`src/rtl/calibration_sequencer.sv`:
```
// calibration_sequencer
// Front-end controller for the frequency calibrator datapath. A job is
// started with `start`. The block then loads a stream of signed 20-bit
// deltas into the shared calibration list memory and runs the calibrator
// twice. The first run is a single pass that yields the final sum. The
// second run is a repeat pass that yields the first repeated frequency.
// The repeat pass is guarded by a cycle timeout, which aborts the
// calibrator through cal_rst.
//
// Ports
//   CLK, RST            clock, synchronous active-high reset
//   start               begin a job (honoured only in IDLE)
//   freq_initial        signed starting frequency, sampled on start
//   in_valid/in_ready/in_data/in_last
//                       delta stream handshake
//   mem_we/mem_addr/mem_wdata
//                       registered list memory write port
//   cal_rst             calibrator reset (RST or timeout abort)
//   cal_enable          one-cycle start pulse to the calibrator
//   cal_ready           calibrator idle flag
//   cal_re_iterate      calibrator mode (0 single pass, 1 repeat pass)
//   cal_freq_initial    initial frequency driven to the calibrator
//   cal_list_length     number of valid list entries
//   cal_result          calibrator result
//   part1, part2        captured single-pass / repeat-pass results
//   busy, done          job status, done is a one-cycle pulse
//   error               0 ok, 1 list overflow, 2 repeat timeout
module calibration_sequencer #(
  parameter int MAX_LEN        = 1023,
  parameter int TIMEOUT_CYCLES = 16777216,
  parameter int TO_W           = 25
) (
  input  logic               CLK,
  input  logic               RST,
  input  logic               start,
  input  logic signed [19:0] freq_initial,
  input  logic               in_valid,
  output logic               in_ready,
  input  logic signed [19:0] in_data,
  input  logic               in_last,
  output logic               mem_we,
  output logic [9:0]         mem_addr,
  output logic signed [19:0] mem_wdata,
  output logic               cal_rst,
  output logic               cal_enable,
  input  logic               cal_ready,
  output logic               cal_re_iterate,
  output logic signed [19:0] cal_freq_initial,
  output logic [9:0]         cal_list_length,
  input  logic signed [19:0] cal_result,
  output logic signed [19:0] part1,
  output logic signed [19:0] part2,
  output logic               busy,
  output logic               done,
  output logic [1:0]         error
);

  localparam logic [9:0]      MAX_L   = 10'(MAX_LEN);
  localparam logic [TO_W-1:0] TO_LAST = TO_W'(TIMEOUT_CYCLES - 1);

  typedef enum logic [3:0] {
    IDLE, LOAD, P1_GO, P1_BUSY, P1_WAIT, P2_GO, P2_BUSY, P2_WAIT, ABORT, FIN
  } state_t;

  state_t          state;
  logic [9:0]      count;
  logic [TO_W-1:0] to_cnt;
  logic            abort_p0;

  // The abort pulse is a register that is high only during the ABORT state.
  // The calibrator therefore sees a clean single-cycle reset. The reset
  // input itself reaches the calibrator directly.
  assign cal_rst = RST | abort_p0;

  always_ff @(posedge CLK) begin
    if (RST) begin
      state            <= IDLE;
      count            <= '0;
      to_cnt           <= '0;
      abort_p0         <= 1'b0;
      in_ready         <= 1'b0;
      mem_we           <= 1'b0;
      mem_addr         <= '0;
      mem_wdata        <= '0;
      cal_enable       <= 1'b0;
      cal_re_iterate   <= 1'b0;
      cal_freq_initial <= '0;
      cal_list_length  <= '0;
      part1            <= '0;
      part2            <= '0;
      busy             <= 1'b0;
      done             <= 1'b0;
      error            <= 2'd0;
    end else begin
      mem_we     <= 1'b0;
      cal_enable <= 1'b0;
      done       <= 1'b0;
      abort_p0   <= 1'b0;

      case (state)
        IDLE: begin
          if (start) begin
            cal_freq_initial <= freq_initial;
            error            <= 2'd0;
            count            <= '0;
            in_ready         <= (MAX_L != 10'd0);
            busy             <= 1'b1;
            state            <= LOAD;
          end
        end

        // In this state in_ready always equals (count != MAX_L). A beat
        // that arrives while the list is full is refused, and the job ends
        // with an overflow error.
        LOAD: begin
          if (in_valid) begin
            if (count == MAX_L) begin
              error    <= 2'd1;
              in_ready <= 1'b0;
              state    <= FIN;
            end else begin
              mem_we    <= 1'b1;
              mem_addr  <= count;
              mem_wdata <= in_data;
              count     <= count + 10'd1;
              if (in_last) begin
                cal_list_length <= count + 10'd1;
                cal_re_iterate  <= 1'b0;
                in_ready        <= 1'b0;
                state           <= P1_GO;
              end else begin
                in_ready <= ((count + 10'd1) != MAX_L);
              end
            end
          end
        end

        // The mode is already stable here, so the enable pulse arrives at
        // least one cycle after it. The enable pulse also follows the last
        // list write.
        P1_GO: begin
          if (cal_ready) begin
            cal_enable <= 1'b1;
            state      <= P1_BUSY;
          end
        end

        P1_BUSY: begin
          if (!cal_ready) state <= P1_WAIT;
        end

        P1_WAIT: begin
          if (cal_ready) begin
            part1          <= cal_result;
            cal_re_iterate <= 1'b1;
            to_cnt         <= '0;
            state          <= P2_GO;
          end
        end

        // Repeat pass: to_cnt counts the cycles spent across P2_GO, P2_BUSY
        // and P2_WAIT. The ABORT state is entered after exactly
        // TIMEOUT_CYCLES of these cycles.
        P2_GO: begin
          if (to_cnt == TO_LAST) begin
            abort_p0 <= 1'b1;
            state    <= ABORT;
          end else begin
            to_cnt <= to_cnt + TO_W'(1);
            if (cal_ready) begin
              cal_enable <= 1'b1;
              state      <= P2_BUSY;
            end
          end
        end

        P2_BUSY: begin
          if (to_cnt == TO_LAST) begin
            abort_p0 <= 1'b1;
            state    <= ABORT;
          end else begin
            to_cnt <= to_cnt + TO_W'(1);
            if (!cal_ready) state <= P2_WAIT;
          end
        end

        // The result capture is checked first. A result that arrives in the
        // same cycle as the timeout expiry is kept, and no error is raised.
        P2_WAIT: begin
          if (cal_ready) begin
            part2 <= cal_result;
            state <= FIN;
          end else if (to_cnt == TO_LAST) begin
            abort_p0 <= 1'b1;
            state    <= ABORT;
          end else begin
            to_cnt <= to_cnt + TO_W'(1);
          end
        end

        ABORT: begin
          error <= 2'd2;
          state <= FIN;
        end

        FIN: begin
          done  <= 1'b1;
          busy  <= 1'b0;
          state <= IDLE;
        end

        default: state <= IDLE;
      endcase
    end
  end

endmodule

```
`config.mk`:
```
export PLATFORM = sky130hd
export DESIGN_NAME = calibration_sequencer
export DESIGN_NICKNAME = d
export VERILOG_FILES = /design/src/rtl/calibration_sequencer.sv
export SDC_FILE = /design/constraint.sdc
export NUM_CORES = 1
export LEC_CHECK = 0
export ABC_CLOCK_PERIOD_IN_PS = 4400
export CORE_MARGIN = 10
export CORE_UTILIZATION = 51
export DETAILED_ROUTE_END_ITERATION = 6
export PLACE_DENSITY_LB_ADDON = 0.25
export SLEW_MARGIN = 20
export SYNTH_ARGS = -nofsm -noshare
export SYNTH_HDL_FRONTEND = slang
export SYNTH_SLANG_ARGS = --single-unit
```
`constraint.sdc`:
```
create_clock -name CLK -period 4.4 [get_ports CLK]
set_input_delay 0.44 -clock CLK [delete_from_list [all_inputs] [get_ports CLK]]
set_output_delay 0.44 -clock CLK [all_outputs]
set_load 0.02 [all_outputs]
```
==> reports/metrics.cfg <==
[hold_path]
hold-path-cell-count=2
min_from=part1[1]
min_path_type=reg -> reg
hold_end=part1[1]

[clock_network]
clk_latency_ns=0.42
cts_buffer_depth=2
ctsResizeCount=0
cts_buffers=17
numClockSinks=148
cts_tree=built
clk_pin_slew_ns=0.06
post_cts_buffers=0
cts_root_buf=clkbuf_16
htree_levels=4
ctsHoldBuffers=0

[drt]
avgViaCountPerCell=5.859
vias=6193
first_pass_iters=6
ant_nets=0
wl_per_cell_um=18.03
drt_iter0_drc=527
drt_wl_total_um=19050
post-route-drc-count=0

[worst_setup_path]
critical_path.reg2reg.startpoint=state[0]
path_buf_inv=0
worstSetupStartpointType=flip-flop
arrival_ns=3.37
rrSetupSlack_ns=1.35
cp_slowest_cell=dfxtp_1
critPathKind=reg -> reg
crit_chain=nor2_1, nand3_1, nand2_1, or2_2, o41ai_1
reg2reg_depth=5
r2r_end=to_cnt[13]
cp-end-kind=flip-flop
cp_max_fo=23
critPathTopFamily=simple AND/OR/NAND/NOR gates
cp.required_ns=4.71
slowest_delay_ns=0.68

[global_route]
grt.total_usage=0.2234
antenna_found_initial=0
grt_pass1_wl_um=30110
grt_max_degree=66
grt_pass1_vias=5865
gr-total-overflow=0

[floorplan]
die_h_um=129.0
rows=39
die-area_um2=16650
core-area_um2=11520
start_util=0.5264
dieWidth_um=129.0
ios=175

[synthesis]
synth_top_area_cell=dfxtp_1
syn_avg_cell_area_um2=7.966
synth_flop_cell=dfxtp_1
synth_top_cell_area_share=0.4888
yosysWarnings=0
netlist_area_um2=6062
ys_ff_latch=148
async_reset_ff_frac=0
synth.area.top_cells=dfxtp_1, nand2_1, a21oi_1
synthesis.nets=830
synth-edff-count=0
ys_types=48
seq_area_frac_synth=0.4888
postSynthCellCount=761

[power]
p_leak_nw=2.762
ir_drop_v=0.0002799
p_per_area_nw_per_um2=473.1

[cells_and_area]
multi_input_area_um2=2888
fill_cells=863
nNetsFinal=972
fin_util=0.7253
layout-drive-gt1-share=0.04595
antennaDiodeCount=0
regArea_um2=2963
synthToLayoutAreaGrowth_pct=37.79

[sta]
hold_slack_ns=0.4562
finalCritPeriodShare=0.6938
max_freq_ghz=0.3276
setup-violations-final=0
fin_tns_setup_ns=0
rsz0062_at_grt=no
hold_violations=0
slew_headroom=0.2178
slew_viol_final=0
tightestPinTransition_ns=1.173
finClkSkew_ns=0.006851
post-route-min-period_ns=3.053

[placement]
place_hpwl_um=13380
gp_congestion=0.8810
portBuffers=174

[status]
status=finished, final reports clean

[run]
max_cap_violations=0

cell type report:
type / count / share of cell area
Inverter: 7 / 0.003146
Timing Repair Buffer: 178 / 0.2118
Clock inverter: 5 / 0.006291
Multi-Input combinational cell: 551 / 0.3457
Tap cell: 143 / 0.02142
Clock buffer: 25 / 0.05692
Sequential cell: 148 / 0.3547
routing by layer:
metal	share of wire	GRT usage	vias to the layer above
met5	0	0	-
met4	0.020	0.07759	0
met3	0.12	0.1032	41
met2	0.48	0.3632	312
met1	0.38	0.2550	2906
li1	-	-	2934
synth_stat cells (2+ instances only):
cell	number
o41ai_1	2
or3_1	8
nor4_1	8
o21ai_0	17
nand4_1	8
a211oi_1	12
o31ai_1	11
ha_1	3
nor2_1	38
o221a_2	2
o211ai_1	6
nor2b_1	2
xor2_1	3
inv_1	6
nand2_1	199
or4_1	10
a31oi_1	4
and3_1	11
a2bb2oi_1	2
xnor2_1	9
o311a_1	2
nor3_1	8
nand2b_1	3
and4_1	7
dfxtp_1	148
a22oi_1	2
mux2i_1	6
or2_2	6
nand3b_1	2
clkbuf_1	51
and2_1	6
o311ai_0	4
a21oi_1	120
buf_2	4
nand3_1	18
flip-flops by register name (all words and copies together) (netlist names):
signal	flops
to_cnt	25
cal_freq_initial	20
mem_wdata	20
part1	20
part2	20
cal_list_length	10
count	10
mem_addr	10
state	4
error	2
abort_p0	1
busy	1
cal_enable	1
cal_re_iterate	1
done	1
in_ready	1
mem_we	1
worst max path at each step:
stage	slack, ns	startpoint	end	depth (start not counted)
floorplan	2.17	state[2]	to_cnt[13]	8
global route	1.12	state[0]	to_cnt[13]	5
finish	1.35	state[0]	to_cnt[13]	5
global placement	1.44	cal_ready	to_cnt[11]	5
CTS	1.40	state[0]	to_cnt[13]	5
detailed placement	1.35	cal_ready	to_cnt[13]	5
metrics by stage:
stage	total power, mW	instances	instance area [µm²]	worst slack [ns]
after floorplan	2.203	761	6062	2.172
after global placement	2.602	1027	7811	1.440
after detailed placement	2.635	1027	7811	1.353
after CTS	3.948	1057	8339	1.404
after global routing	4.110	1057	8353	1.116
final	3.952	1057	8353	1.347
kinds of logic after synthesis:
family | synth area share
multiplexers | 0.009908
buffers and inverters | 0.03921
AND/OR/NAND/NOR | 0.2520
XOR/XNOR | 0.01734
adder cells (fa/ha/maj) | 0.006193
flip-flops | 0.4888
AO/OA/AOI/OAI | 0.1866
worst reg2reg max path, delay by kind of cell (launching register included):
kind / cells / cell delay, ns
and+or+nand+nor: 4 / 2.02
DFF: 1 / 0.68
AOI/OAI and AO/OA: 1 / 0.24
placed cells by master (no fill, tap or decap), types with 4 or more instances in the layout:
cell,instances
nor2_1,38
nand4_1,8
nor3_1,7
clkbuf_1,6
and2_1,6
a211oi_1,12
nand2_1,199
clkdlybuf4s50_1,173
and3_1,11
dfxtp_1,148
xnor2_1,9
or4_1,10
o31ai_1,11
or2_2,6
o211ai_1,6
buf_4,5
a21oi_1,120
nand3_1,18
clkbuf_16,17
inv_1,6
or3_1,8
a31oi_1,4
nor4_1,7
mux2i_1,6
and4_1,7
o21ai_0,17
report_power, final:
group | total [mW] | switching [mW] | internal [mW]
Sequential | 1.57 | 0.110 | 1.46
Clock | 1.32 | 0.526 | 0.798
Combinational | 1.05 | 0.632 | 0.422
(Power assumes the default switching activity.)
